<file path="config.mk">
export PLATFORM = sky130hd
export DESIGN_NAME = scoreboard_hazard_unit_flat
export DESIGN_NICKNAME = d
export VERILOG_FILES = /design/src/rtl/pipe_pkg.sv /design/src/rtl/scoreboard_hazard_unit_if.sv /design/src/rtl/sb_entry.sv /design/src/rtl/scoreboard_hazard_unit.sv /design/src/flat_wrapper.sv
export SDC_FILE = /design/constraint.sdc
export NUM_CORES = 1
export LEC_CHECK = 0
export ABC_AREA = 1
export CORE_MARGIN = 3
export CORE_UTILIZATION = 65
export CTS_BUF_LIST = sky130_fd_sc_hd__clkbuf_4 sky130_fd_sc_hd__clkbuf_8
export CTS_CLUSTER_SIZE = 16
export DETAILED_ROUTE_END_ITERATION = 8
export PLACE_DENSITY_LB_ADDON = 0.15
export SYNTH_ARGS = -nofsm -noshare
export SYNTH_HDL_FRONTEND = slang
export SYNTH_SLANG_ARGS = --single-unit
</file>
<file path="constraint.sdc">
create_clock -name CLK -period 7.4 [get_ports CLK]
set_clock_uncertainty 0.05 [all_clocks]
set_input_delay 1.48 -clock CLK [delete_from_list [all_inputs] [get_ports CLK]]
set_output_delay 1.48 -clock CLK [all_outputs]
set_load 0.03 [all_outputs]
</file>
<file path="src/rtl/pipe_pkg.sv">
`default_nettype none
// ============================================================================
//  Module      : pipe_pkg
//  Description : Shared pipeline types for the scoreboard hazard unit:
//                issue-class encodings, hazard FSM states, latency defaults.
//  Revision    : 1.0 - initial release
// ============================================================================
package pipe_pkg;

    localparam int LOAD_LAT_DEF = 1;
    localparam int MUL_LAT_DEF  = 3;
    localparam int CNT_W_DEF    = 3;

    typedef enum logic [1:0] {
        CLS_ALU  = 2'b00,
        CLS_LOAD = 2'b01,
        CLS_MUL  = 2'b10,
        CLS_RSVD = 2'b11
    } issue_class_e;

    typedef enum logic [0:0] {
        RUN   = 1'b0,
        DRAIN = 1'b1
    } sb_state_e;

endpackage
`default_nettype wire

</file>
<file path="src/rtl/scoreboard_hazard_unit_if.sv">
`default_nettype none
// ============================================================================
//  Module      : scoreboard_hazard_unit_if
//  Description : ID-stage issue/operand/fence bundle between the pipeline
//                control (master) and the scoreboard hazard unit (slave).
//                SCOREBOARD_STATS_EN adds the stall/fence cycle counters.
//  Revision    : 1.0 - initial release
// ============================================================================
interface scoreboard_hazard_unit_if;

    logic        issue_valid;
    logic [4:0]  issue_rd;
    logic        issue_regWrite;
    logic [1:0]  issue_class;
    logic [4:0]  rs1_ID;
    logic [4:0]  rs2_ID;
    logic        use_rs1;
    logic        use_rs2;
    logic        flush_ID;
    logic        fence_req;
    logic        stall_ID;
    logic        fence_done;
    logic [31:0] busy_vec;
`ifdef SCOREBOARD_STATS_EN
    logic [31:0] stall_cycles;
    logic [31:0] fence_cycles;

    modport master (
        output issue_valid, issue_rd, issue_regWrite, issue_class,
        output rs1_ID, rs2_ID, use_rs1, use_rs2, flush_ID, fence_req,
        input  stall_ID, fence_done, busy_vec, stall_cycles, fence_cycles
    );

    modport slave (
        input  issue_valid, issue_rd, issue_regWrite, issue_class,
        input  rs1_ID, rs2_ID, use_rs1, use_rs2, flush_ID, fence_req,
        output stall_ID, fence_done, busy_vec, stall_cycles, fence_cycles
    );
`else
    modport master (
        output issue_valid, issue_rd, issue_regWrite, issue_class,
        output rs1_ID, rs2_ID, use_rs1, use_rs2, flush_ID, fence_req,
        input  stall_ID, fence_done, busy_vec
    );

    modport slave (
        input  issue_valid, issue_rd, issue_regWrite, issue_class,
        input  rs1_ID, rs2_ID, use_rs1, use_rs2, flush_ID, fence_req,
        output stall_ID, fence_done, busy_vec
    );
`endif

endinterface
`default_nettype wire

</file>
<file path="src/rtl/sb_entry.sv">
`default_nettype none
// ============================================================================
//  Module      : sb_entry
//  Description : One register's in-flight writer countdown. Decrements to
//                zero every cycle; a new mark only ever lengthens the wait,
//                so an older longer-latency writer is never shortened (WAW).
//  Revision    : 1.0 - initial release
// ============================================================================
module sb_entry #(
    parameter int CNT_W = 3
) (
    input  wire logic             CLK,
    input  wire logic             RSTn,
    input  wire logic             mark,
    input  wire logic [CNT_W-1:0] lat,
    output      logic [CNT_W-1:0] count,
    output      logic             busy
);

    logic [CNT_W-1:0] r_count;
    logic [CNT_W-1:0] w_dec;

    assign w_dec = (r_count != '0) ? (r_count - CNT_W'(1)) : '0;

    // Countdown register: saturating decrement, max-merge on a new mark
    always_ff @(posedge CLK) begin
        if (!RSTn) begin
            r_count <= '0;
        end else if (mark && (lat > w_dec)) begin
            r_count <= lat;
        end else begin
            r_count <= w_dec;
        end
    end

    assign count = r_count;
    assign busy  = (r_count != '0);

endmodule
`default_nettype wire

</file>
<file path="src/rtl/scoreboard_hazard_unit.sv">
`default_nettype none
// ============================================================================
//  Module      : scoreboard_hazard_unit
//  Description : Tracks in-flight multi-cycle writers (loads, multiplies) per
//                destination register, stalls ID while a source operand is
//                not yet reachable by forwarding, and drains the scoreboard
//                for FENCE. Optional macro SCOREBOARD_STATS_EN adds the
//                stall_cycles / fence_cycles saturating counters.
//  Revision    : 1.0 - initial release
// ============================================================================
module scoreboard_hazard_unit
    import pipe_pkg::*;
#(
    parameter int LOAD_LAT = LOAD_LAT_DEF,
    parameter int MUL_LAT  = MUL_LAT_DEF,
    parameter int CNT_W    = CNT_W_DEF
) (
    input wire logic                 CLK,
    input wire logic                 RSTn,
    scoreboard_hazard_unit_if.slave  bus
);

    sb_state_e             r_state;
    sb_state_e             w_state_nxt;
    logic                  r_fence_done;
    logic                  w_fence_done_nxt;
    logic                  w_fence_done;
    logic                  w_stall;
    logic                  w_hazard;
    logic                  w_any_busy;
    logic                  w_drain_done;
    logic                  w_issue_eff;
    logic                  w_mark_any;
    logic [CNT_W-1:0]      w_lat;
    logic [31:0]           w_busy;
    logic [31:0][CNT_W-1:0] w_count;

    // Register x0 is never tracked
    assign w_busy[0]  = 1'b0;
    assign w_count[0] = '0;

    // Latency of the issuing instruction; reserved class behaves as ALU
    always_comb begin
        w_lat = '0;
        case (issue_class_e'(bus.issue_class))
            CLS_LOAD: w_lat = CNT_W'(LOAD_LAT);
            CLS_MUL:  w_lat = CNT_W'(MUL_LAT);
            default:  w_lat = '0;
        endcase
    end

    assign w_issue_eff = bus.issue_valid && !w_stall && !bus.flush_ID;
    assign w_mark_any  = w_issue_eff && bus.issue_regWrite &&
                         (bus.issue_rd != 5'd0) && (w_lat != '0);

    generate
        for (genvar gi = 1; gi < 32; gi++) begin : g_entry
            sb_entry #(
                .CNT_W (CNT_W)
            ) u_entry (
                .CLK   (CLK),
                .RSTn  (RSTn),
                .mark  (w_mark_any && (bus.issue_rd == 5'(gi))),
                .lat   (w_lat),
                .count (w_count[gi]),
                .busy  (w_busy[gi])
            );
        end
    endgenerate

    assign w_any_busy = |w_busy;

    assign w_hazard = (bus.use_rs1 && (bus.rs1_ID != 5'd0) && w_busy[bus.rs1_ID]) ||
                      (bus.use_rs2 && (bus.rs2_ID != 5'd0) && w_busy[bus.rs2_ID]);

    // Drain completes when every count is zero after this cycle's decrement
    always_comb begin
        w_drain_done = 1'b1;
        for (int i = 1; i < 32; i++) begin
            if (w_count[i] > CNT_W'(1)) begin
                w_drain_done = 1'b0;
            end
        end
    end

    // FSM state and registered drain-complete pulse
    always_ff @(posedge CLK) begin
        if (!RSTn) begin
            r_state      <= RUN;
            r_fence_done <= 1'b0;
        end else begin
            r_state      <= w_state_nxt;
            r_fence_done <= w_fence_done_nxt;
        end
    end

    // FSM next state, stall and fence completion
    always_comb begin
        w_state_nxt      = r_state;
        w_stall          = 1'b0;
        w_fence_done_nxt = 1'b0;
        w_fence_done     = r_fence_done;
        case (r_state)
            RUN: begin
                w_stall = w_hazard;
                if (bus.fence_req && !bus.flush_ID) begin
                    if (w_any_busy) begin
                        w_state_nxt = DRAIN;
                    end else begin
                        w_fence_done = 1'b1;
                    end
                end
            end
            DRAIN: begin
                w_stall = 1'b1;
                if (bus.flush_ID) begin
                    w_state_nxt = RUN;
                end else if (w_drain_done) begin
                    w_state_nxt      = RUN;
                    w_fence_done_nxt = 1'b1;
                end
            end
            default: begin
                w_state_nxt = RUN;
            end
        endcase
        // A squashed ID instruction never needs holding
        if (bus.flush_ID) begin
            w_stall = 1'b0;
        end
    end

    assign bus.stall_ID   = w_stall;
    assign bus.fence_done = w_fence_done;
    assign bus.busy_vec   = w_busy;

`ifdef SCOREBOARD_STATS_EN
    logic [31:0] r_stall_cycles;
    logic [31:0] r_fence_cycles;

    // Saturating counters of RUN stall cycles and DRAIN cycles
    always_ff @(posedge CLK) begin
        if (!RSTn) begin
            r_stall_cycles <= '0;
            r_fence_cycles <= '0;
        end else begin
            if ((r_state == RUN) && w_stall && (r_stall_cycles != '1)) begin
                r_stall_cycles <= r_stall_cycles + 32'd1;
            end
            if ((r_state == DRAIN) && (r_fence_cycles != '1)) begin
                r_fence_cycles <= r_fence_cycles + 32'd1;
            end
        end
    end

    assign bus.stall_cycles = r_stall_cycles;
    assign bus.fence_cycles = r_fence_cycles;
`endif

endmodule
`default_nettype wire
</file>
<file path="src/flat_wrapper.sv">
// flat-port wrapper written by rule: the top's interface ports become plain ports
module scoreboard_hazard_unit_flat import pipe_pkg::*;
#(
    parameter int LOAD_LAT = LOAD_LAT_DEF,
    parameter int MUL_LAT  = MUL_LAT_DEF,
    parameter int CNT_W    = CNT_W_DEF
)
  (CLK, RSTn, bus_issue_valid, bus_issue_rd, bus_issue_regWrite, bus_issue_class, bus_rs1_ID, bus_rs2_ID, bus_use_rs1, bus_use_rs2, bus_flush_ID, bus_fence_req, bus_stall_ID, bus_fence_done, bus_busy_vec);
  scoreboard_hazard_unit_if bus_i ();
  input wire logic CLK;
  input wire logic RSTn;
  input wire logic [$bits(bus_i.issue_valid)-1:0] bus_issue_valid;
  input wire logic [$bits(bus_i.issue_rd)-1:0] bus_issue_rd;
  input wire logic [$bits(bus_i.issue_regWrite)-1:0] bus_issue_regWrite;
  input wire logic [$bits(bus_i.issue_class)-1:0] bus_issue_class;
  input wire logic [$bits(bus_i.rs1_ID)-1:0] bus_rs1_ID;
  input wire logic [$bits(bus_i.rs2_ID)-1:0] bus_rs2_ID;
  input wire logic [$bits(bus_i.use_rs1)-1:0] bus_use_rs1;
  input wire logic [$bits(bus_i.use_rs2)-1:0] bus_use_rs2;
  input wire logic [$bits(bus_i.flush_ID)-1:0] bus_flush_ID;
  input wire logic [$bits(bus_i.fence_req)-1:0] bus_fence_req;
  output wire logic [$bits(bus_i.stall_ID)-1:0] bus_stall_ID;
  output wire logic [$bits(bus_i.fence_done)-1:0] bus_fence_done;
  output wire logic [$bits(bus_i.busy_vec)-1:0] bus_busy_vec;
  assign bus_i.issue_valid = bus_issue_valid;
  assign bus_i.issue_rd = bus_issue_rd;
  assign bus_i.issue_regWrite = bus_issue_regWrite;
  assign bus_i.issue_class = bus_issue_class;
  assign bus_i.rs1_ID = bus_rs1_ID;
  assign bus_i.rs2_ID = bus_rs2_ID;
  assign bus_i.use_rs1 = bus_use_rs1;
  assign bus_i.use_rs2 = bus_use_rs2;
  assign bus_i.flush_ID = bus_flush_ID;
  assign bus_i.fence_req = bus_fence_req;
  assign bus_stall_ID = bus_i.stall_ID;
  assign bus_fence_done = bus_i.fence_done;
  assign bus_busy_vec = bus_i.busy_vec;
  scoreboard_hazard_unit #(.LOAD_LAT(LOAD_LAT), .MUL_LAT(MUL_LAT), .CNT_W(CNT_W)) u_core (.CLK(CLK), .RSTn(RSTn), .bus(bus_i));
endmodule
</file>
### After elaboration in Yosys (flattened, before gate mapping)

Index checks and enable logic that the tools add are counted.

* register bits after elaboration: 95
* input bits: 25
* output and inout bits: 34

* $add $sub $neg: 31
* $lt $le $gt $ge: 64
* equality and inequality tests: 33
* mux-type cells: 109
* bitwise logic cells: 2
* reduce and logical (&&, ||, !) cells: 112

Operators with widths (count)
* 2-to-1 mux 3 bit: 62
* nonzero test 3 bit: 32
* greater-than comparator 3 x 1 -> 1 bit (second input constant): 31
* greater-than comparator 3 bit: 31
* subtractor 3 x 1 -> 3 bit (second input constant): 31
* equality test 5 bit (second input constant): 16
* logical AND 1 bit: 72
* 2-to-1 mux 1 bit: 42
* equality test 5 x 4 -> 1 bit (second input constant): 8
* OR reduction 31 bit: 1
* equality test 5 x 3 -> 1 bit (second input constant): 4
* nonzero test 5 bit: 3
* < comparator 5 x 6 -> 1 bit (second input constant): 2
* binary-select mux 1 bit (select 5 bit): 2
* equality test 5 x 2 -> 1 bit (second input constant): 2
* equality test 5 x 1 -> 1 bit (second input constant): 1
* one-hot mux 1 bit (2 select lines): 2
* one-hot mux 2 bit (2 select lines): 1
* OR reduction 3 bit: 1
* equality test 2 x 1 -> 1 bit (second input constant): 1
* equality test 2 bit (second input constant): 1
* logical NOT 1 bit: 2
* NOT 1 bit: 2
* logical OR 1 bit: 1

### Logic depth before layout (Yosys ltp)

* depth in word-level cells: 35
* mapped depth: 17
* gate-level depth less buffers: 16

### By module

A second synthesis with hierarchy kept.

* cell total of the unflattened synthesis: 1715
* area, all modules: 10288.6 µm²

Modules (own cells, without submodules)
* sb_entry: instances 31, cells an instance 45, area each 280.3 µm², seq. area each 60.1 µm²
* scoreboard_hazard_unit: instances 1, cells an instance 320, area each 1600.3 µm², seq. area each 40.0 µm²

### Worst setup path after synthesis

Ideal clock, no wire load.

* kind: input to output
* from: input port bus_rs1_ID[0]
* to: output port bus_stall_ID
* arrival time: 2802 ps
* path slack: 3068 ps
* cell stages on the path: 14
* cell sequence: buf_4 -> inv_2 -> buf_6 -> nand2_1 -> nand3_1 -> nand3_1 -> nand3_1 -> nand2_1 -> nand2_1 -> nand3_2 -> nand3_4 -> nand2_8 -> buf_4 -> inv_1

* word-level cells in the longest chain between the ends: 6
* elaborated cells on any way between the ends: 8
* those cells by class: 4 x mux; 4 x reduce/logical

Ends and longest elaborated chain
* start, declared: line flat_wrapper.sv:16 `input wire logic [$bits(bus_i.rs1_ID)-1:0] bus_rs1_ID;`
* binary-select mux 1 bit (select 5 bit) or nonzero test 5 bit (tied branches): line scoreboard_hazard_unit.sv:73 `assign w_hazard = (bus.use_rs1 && (bus.rs1_ID != 5'd0) && w_busy[bus.rs1_ID]) ||`
* 2-to-1 mux 1 bit (implied by the code) or logical AND 1 bit (tied branches): line scoreboard_hazard_unit.sv:73
* logical AND 1 bit *: line scoreboard_hazard_unit.sv:73
* logical OR 1 bit *: line scoreboard_hazard_unit.sv:73
* one-hot mux 1 bit (2 select lines) *: line scoreboard_hazard_unit.sv:103 `case (r_state)`
* 2-to-1 mux 1 bit *: line scoreboard_hazard_unit.sv:128 `if (bus.flush_ID) begin`
* end, declared: line flat_wrapper.sv:22 `output wire logic [$bits(bus_i.stall_ID)-1:0] bus_stall_ID;`

Mark *: on every way between the ends. The rest lies on a longest branch, timed or not. The select of a mux whose other input is x is not followed.

### Worst setup path after layout

* from: input port bus_rs2_ID[0]
* to: output port bus_stall_ID

* word-level cells in the longest chain between the ends: 6
* elaborated cells on any way between the ends: 8
* those cells by class: 4 x mux; 4 x reduce/logical

Ends and longest elaborated chain
* start, declared: line flat_wrapper.sv:17 `input wire logic [$bits(bus_i.rs2_ID)-1:0] bus_rs2_ID;`
* binary-select mux 1 bit (select 5 bit) or nonzero test 5 bit (tied branches): line scoreboard_hazard_unit.sv:74 `(bus.use_rs2 && (bus.rs2_ID != 5'd0) && w_busy[bus.rs2_ID]);`
* 2-to-1 mux 1 bit (implied by the code) or logical AND 1 bit (tied branches): line scoreboard_hazard_unit.sv:74
* logical AND 1 bit *: line scoreboard_hazard_unit.sv:74
* logical OR 1 bit *: line scoreboard_hazard_unit.sv:73
* one-hot mux 1 bit (2 select lines) *: line scoreboard_hazard_unit.sv:103
* 2-to-1 mux 1 bit *: line scoreboard_hazard_unit.sv:128

Marks and branches as above.

==> impl_metrics.py <==
metrics = {
    "min_path": {
        "min_to": "u_core.r_state",
        "min_from": "u_core.r_state",
        "min_path_type": "flip-flop to flip-flop",
        "holdPathStages": 2,
    },
    "pwr": {
        "p_sw_w": 0.000315,
        "p_seq_share_pct": 48.4,
        "comb_power_share_pct": 15.7,
        "p_per_area_nw_per_um2": 123,
        "p_leak_nw": 4.69,
        "swShare_pct": 29.8,
        "ir_drop_uv": 135,
        "p_clk_share_pct": 35.9,
        "p_int_w": 0.000742,
    },
    "yosys": {
        "synth_flop_cell": "dfxtp_1",
        "synth_mux_area_share_pct": 0,
        "synth_top_cell_by_area": "dfxtp_1",
        "synth_seq_area_share_pct": 23.6,
        "synth_edf_count": 0,
        "synth-seq-cells": 95,
        "synth_adder_area_share_pct": 19.1,
        "synth-simple-area-share_pct": 30.8,
        "synthesis.instances": 1186,
        "synthTopCellsByArea": "dfxtp_1 24%, ha_1 19%, inv_1 11%",
        "synth_top_family_by_area": "simple AND/OR/NAND/NOR gates",
        "synth-compound-area-share_pct": 9.44,
        "synthTopCellsByCount": "232 x inv_1, 194 x nand2_1, 169 x nor2_1",
        "ys.warnings.count": 0,
        "syn-num-nets": 1334,
        "async_flop_share_pct": 0,
        "ys_types": 32,
        "synth_xor_area_share_pct": 0,
        "yosysTopAreaCellShare_pct": 23.6,
        "yosysMostFrequentCell": "inv_1",
        "syn_area_sq_um": 8040,
        "syn_avg_cell_area_sq_um": 6.78,
    },
    "timing": {
        "rsz0062_at_grt": "false",
        "tightest_slew_ns": 1.02,
        "setup_viol": 0,
        "fin_crit_ns": 6.01,
        "timing.fmax_ghz": 0.166,
        "postLayoutSetupSlackWorst_ns": 1.39,
        "post-route-period-util_pct": 81.2,
        "report.final.hold_viol_count": 0,
        "tns_ns": 0,
        "max_slew_margin_pct": 31.9,
        "drv_slew": 0,
    },
    "route": {
        "wl_um": 20800,
        "viasPerCell": 5.51,
        "num_vias": 7510,
        "avgRoutedWirePerCell_um": 15.2,
        "drc_errors": 0,
        "first_pass_iters": 5,
        "antenna_left": 0,
        "drt_iter0_markers": 658,
    },
    "clock_network": {
        "cts.clk_slew.worst_paths_ns": 0.09,
        "cts_tree": "built",
        "cts_root_buf": "clkbuf_8",
        "numCtsBuffers": 9,
        "clock_latency_ns": 0.40,
        "hold_buffers": 0,
        "h-tree-depth": 3,
        "cts_sinks": 95,
        "post_cts.repair.setup_buffers": 0,
        "clock_path_buffers": 2,
        "cts-resized-gates": 0,
    },
    "global_routing": {
        "overflow": 0,
        "grt_pass1_vias": 6843,
        "antenna_found_initial": 0,
        "grt_use_total_pct": 31.2,
        "grt_max_degree": 64,
        "grt_pass1_wl_um": 33600,
    },
    "floorplanning": {
        "die-height_um": 117,
        "rows": 39,
        "core_sq_um": 11800,
        "ioPinCount": 59,
        "die_w_um": 117,
        "initial_core_util_pct": 68.4,
        "dieArea_sq_um": 13700,
    },
    "setup_path": {
        "crit_path_top_delay_cell": "clkdlybuf4s50_1",
        "rrSetupSlack_ns": 4.86,
        "worstSetupPathType": "primary input to output port",
        "reg2reg_to": "u_core.g_entry[16].u_entry.count[1]",
        "path_cells": "clkdlybuf4s50_1, inv_2, nand2_1, nand3_1, nand2_1, nand2_1, nand3_1, nand2_1, nor2_1, nand2_2, nand3_4, nand2_8, inv_1, clkdlybuf4s50_1",
        "worst_setup_path_end_kind": "output port",
        "rr_worst_depth": 16,
        "crit_top_cell": "nand2_1",
        "cp-start-kind": "primary input",
        "required_ns": 5.87,
        "worst_ep_arrival_time_ns": 4.48,
        "worstReg2RegStart": "u_core.g_entry[29].u_entry.count[1]",
        "slowest_delay_ns": 0.90,
        "crit_fanout": 63,
    },
    "run_status": {
        "status": "completed",
    },
    "placed_design": {
        "io_buffers": 57,
        "gp_congestion": 0.954,
        "pre_cts_slack_ns": 1.42,
        "dpl.hpwl_um": 15100,
    },
    "cells_and_area": {
        "finalNetCount": 1343,
        "antennaDiodeCount": 0,
        "fill_cells": 1011,
        "drive_gt1_share_pct": 5.67,
        "fin_util_pct": 73.2,
        "area_growth_pct": 7.05,
    },
    "flow_run": {
        "max_cap_viol_count": 0,
    },
}
-- layer usage --
layer / share of wire, % / routed length (um) / track usage [%] / vias up
met2: 45 / 9270 / 51.0 / 269
met4: 2.2 / 458 / 9.17 / 0
li1: - / - / - / 3754
met5: 0 / 0 / 0 / -
met1: 45 / 9260 / 41.6 / 3455
met3: 8.5 / 1770 / 6.58 / 32
-- cell type report --
cell class	instances	area [sq um]	area share, %
Timing Repair Buffer	64	618	7.18
Tap cell	164	205	2.38
Clock buffer	11	145	1.69
Clock inverter	5	65.1	0.756
Sequential cell	95	1900	22.1
Multi-Input combinational cell	786	4780	55.5
Inverter	239	897	10.4
-- worst max path at each step --
stage             startpoint      endpoint  slack [ns]
4_1_cts        bus_rs2_ID[0]  bus_stall_ID        1.41
6_report       bus_rs2_ID[0]  bus_stall_ID        1.39
3_5_place_dp   bus_rs2_ID[0]  bus_stall_ID        1.42
5_1_grt        bus_rs2_ID[0]  bus_stall_ID        1.14
3_3_place_gp   bus_rs2_ID[0]  bus_stall_ID        1.43
2_1_floorplan  bus_rs1_ID[0]  bus_stall_ID        3.07
-- per-stage QoR --
| stage | power (W) | area (sq um) | hold slack (ns) | cells |
|---|---|---|---|---|
| after floorplan | 0.000644 | 8040 | 0.413 | 1186 |
| after global placement | 0.000684 | 8400 | 0.423 | 1348 |
| after detailed placement | 0.000687 | 8400 | 0.436 | 1348 |
| after CTS | 0.00106 | 8610 | 0.450 | 1364 |
| after global routing | 0.00110 | 8610 | 0.473 | 1364 |
| final | 0.00106 | 8610 | 0.448 | 1364 |
-- power groups by stage --
stage	Sequential, W	Clock (W)	Combinational, W
after floorplan	0.000523	0	0.000121
after global placement	0.000524	0	0.000161
after detailed placement	0.000524	0	0.000163
after CTS	0.000512	0.000386	0.000164
after global routing	0.000512	0.000402	0.000183
final	0.000512	0.000380	0.000166
-- critical path: cells and delay by family --
kind / cells / cell delay (ns)
buf+inv: 4 / 1.97
simple gates: 10 / 0.94
-- flip-flops by register name, indices dropped and copies added (netlist names) --
register                      count
u_core.r_fence_done               1
u_core.g_entry.u_entry.count     93
u_core.r_state                    1
-- cell families (layout without fill, tap and decap cells) --
logic type	count (synthesis)	in the layout
flip-flops	95	95
adder cells (fa/ha/maj)	123	123
AND/OR/NAND/NOR	534	534
AO/OA/AOI/OAI	128	128
other	1	1
buffers and inverters	305	319
-- cell usage in the layout, fill, tap and decap left out, drive strengths merged --
cell type / Yosys / final
a2111oi: 1 / 1
a211o: 20 / 20
a21oi: 88 / 88
buf: 53 / 8
bufinv: 0 / 1
clkbuf: 13 / 11
clkdlybuf4s50: 0 / 56
clkinv: 1 / 2
clkinvlp: 0 / 1
conb: 1 / 1
dfxtp: 95 / 95
ha: 123 / 123
inv: 238 / 240
nand2: 197 / 197
nand3: 84 / 84
nand4: 40 / 40
nor2: 169 / 169
nor3: 27 / 27
nor4: 15 / 15
o2111ai: 1 / 1
o211ai: 12 / 12
o21ai: 5 / 5
o21bai: 1 / 1
or2: 2 / 2
(Power assumes the default switching activity.)
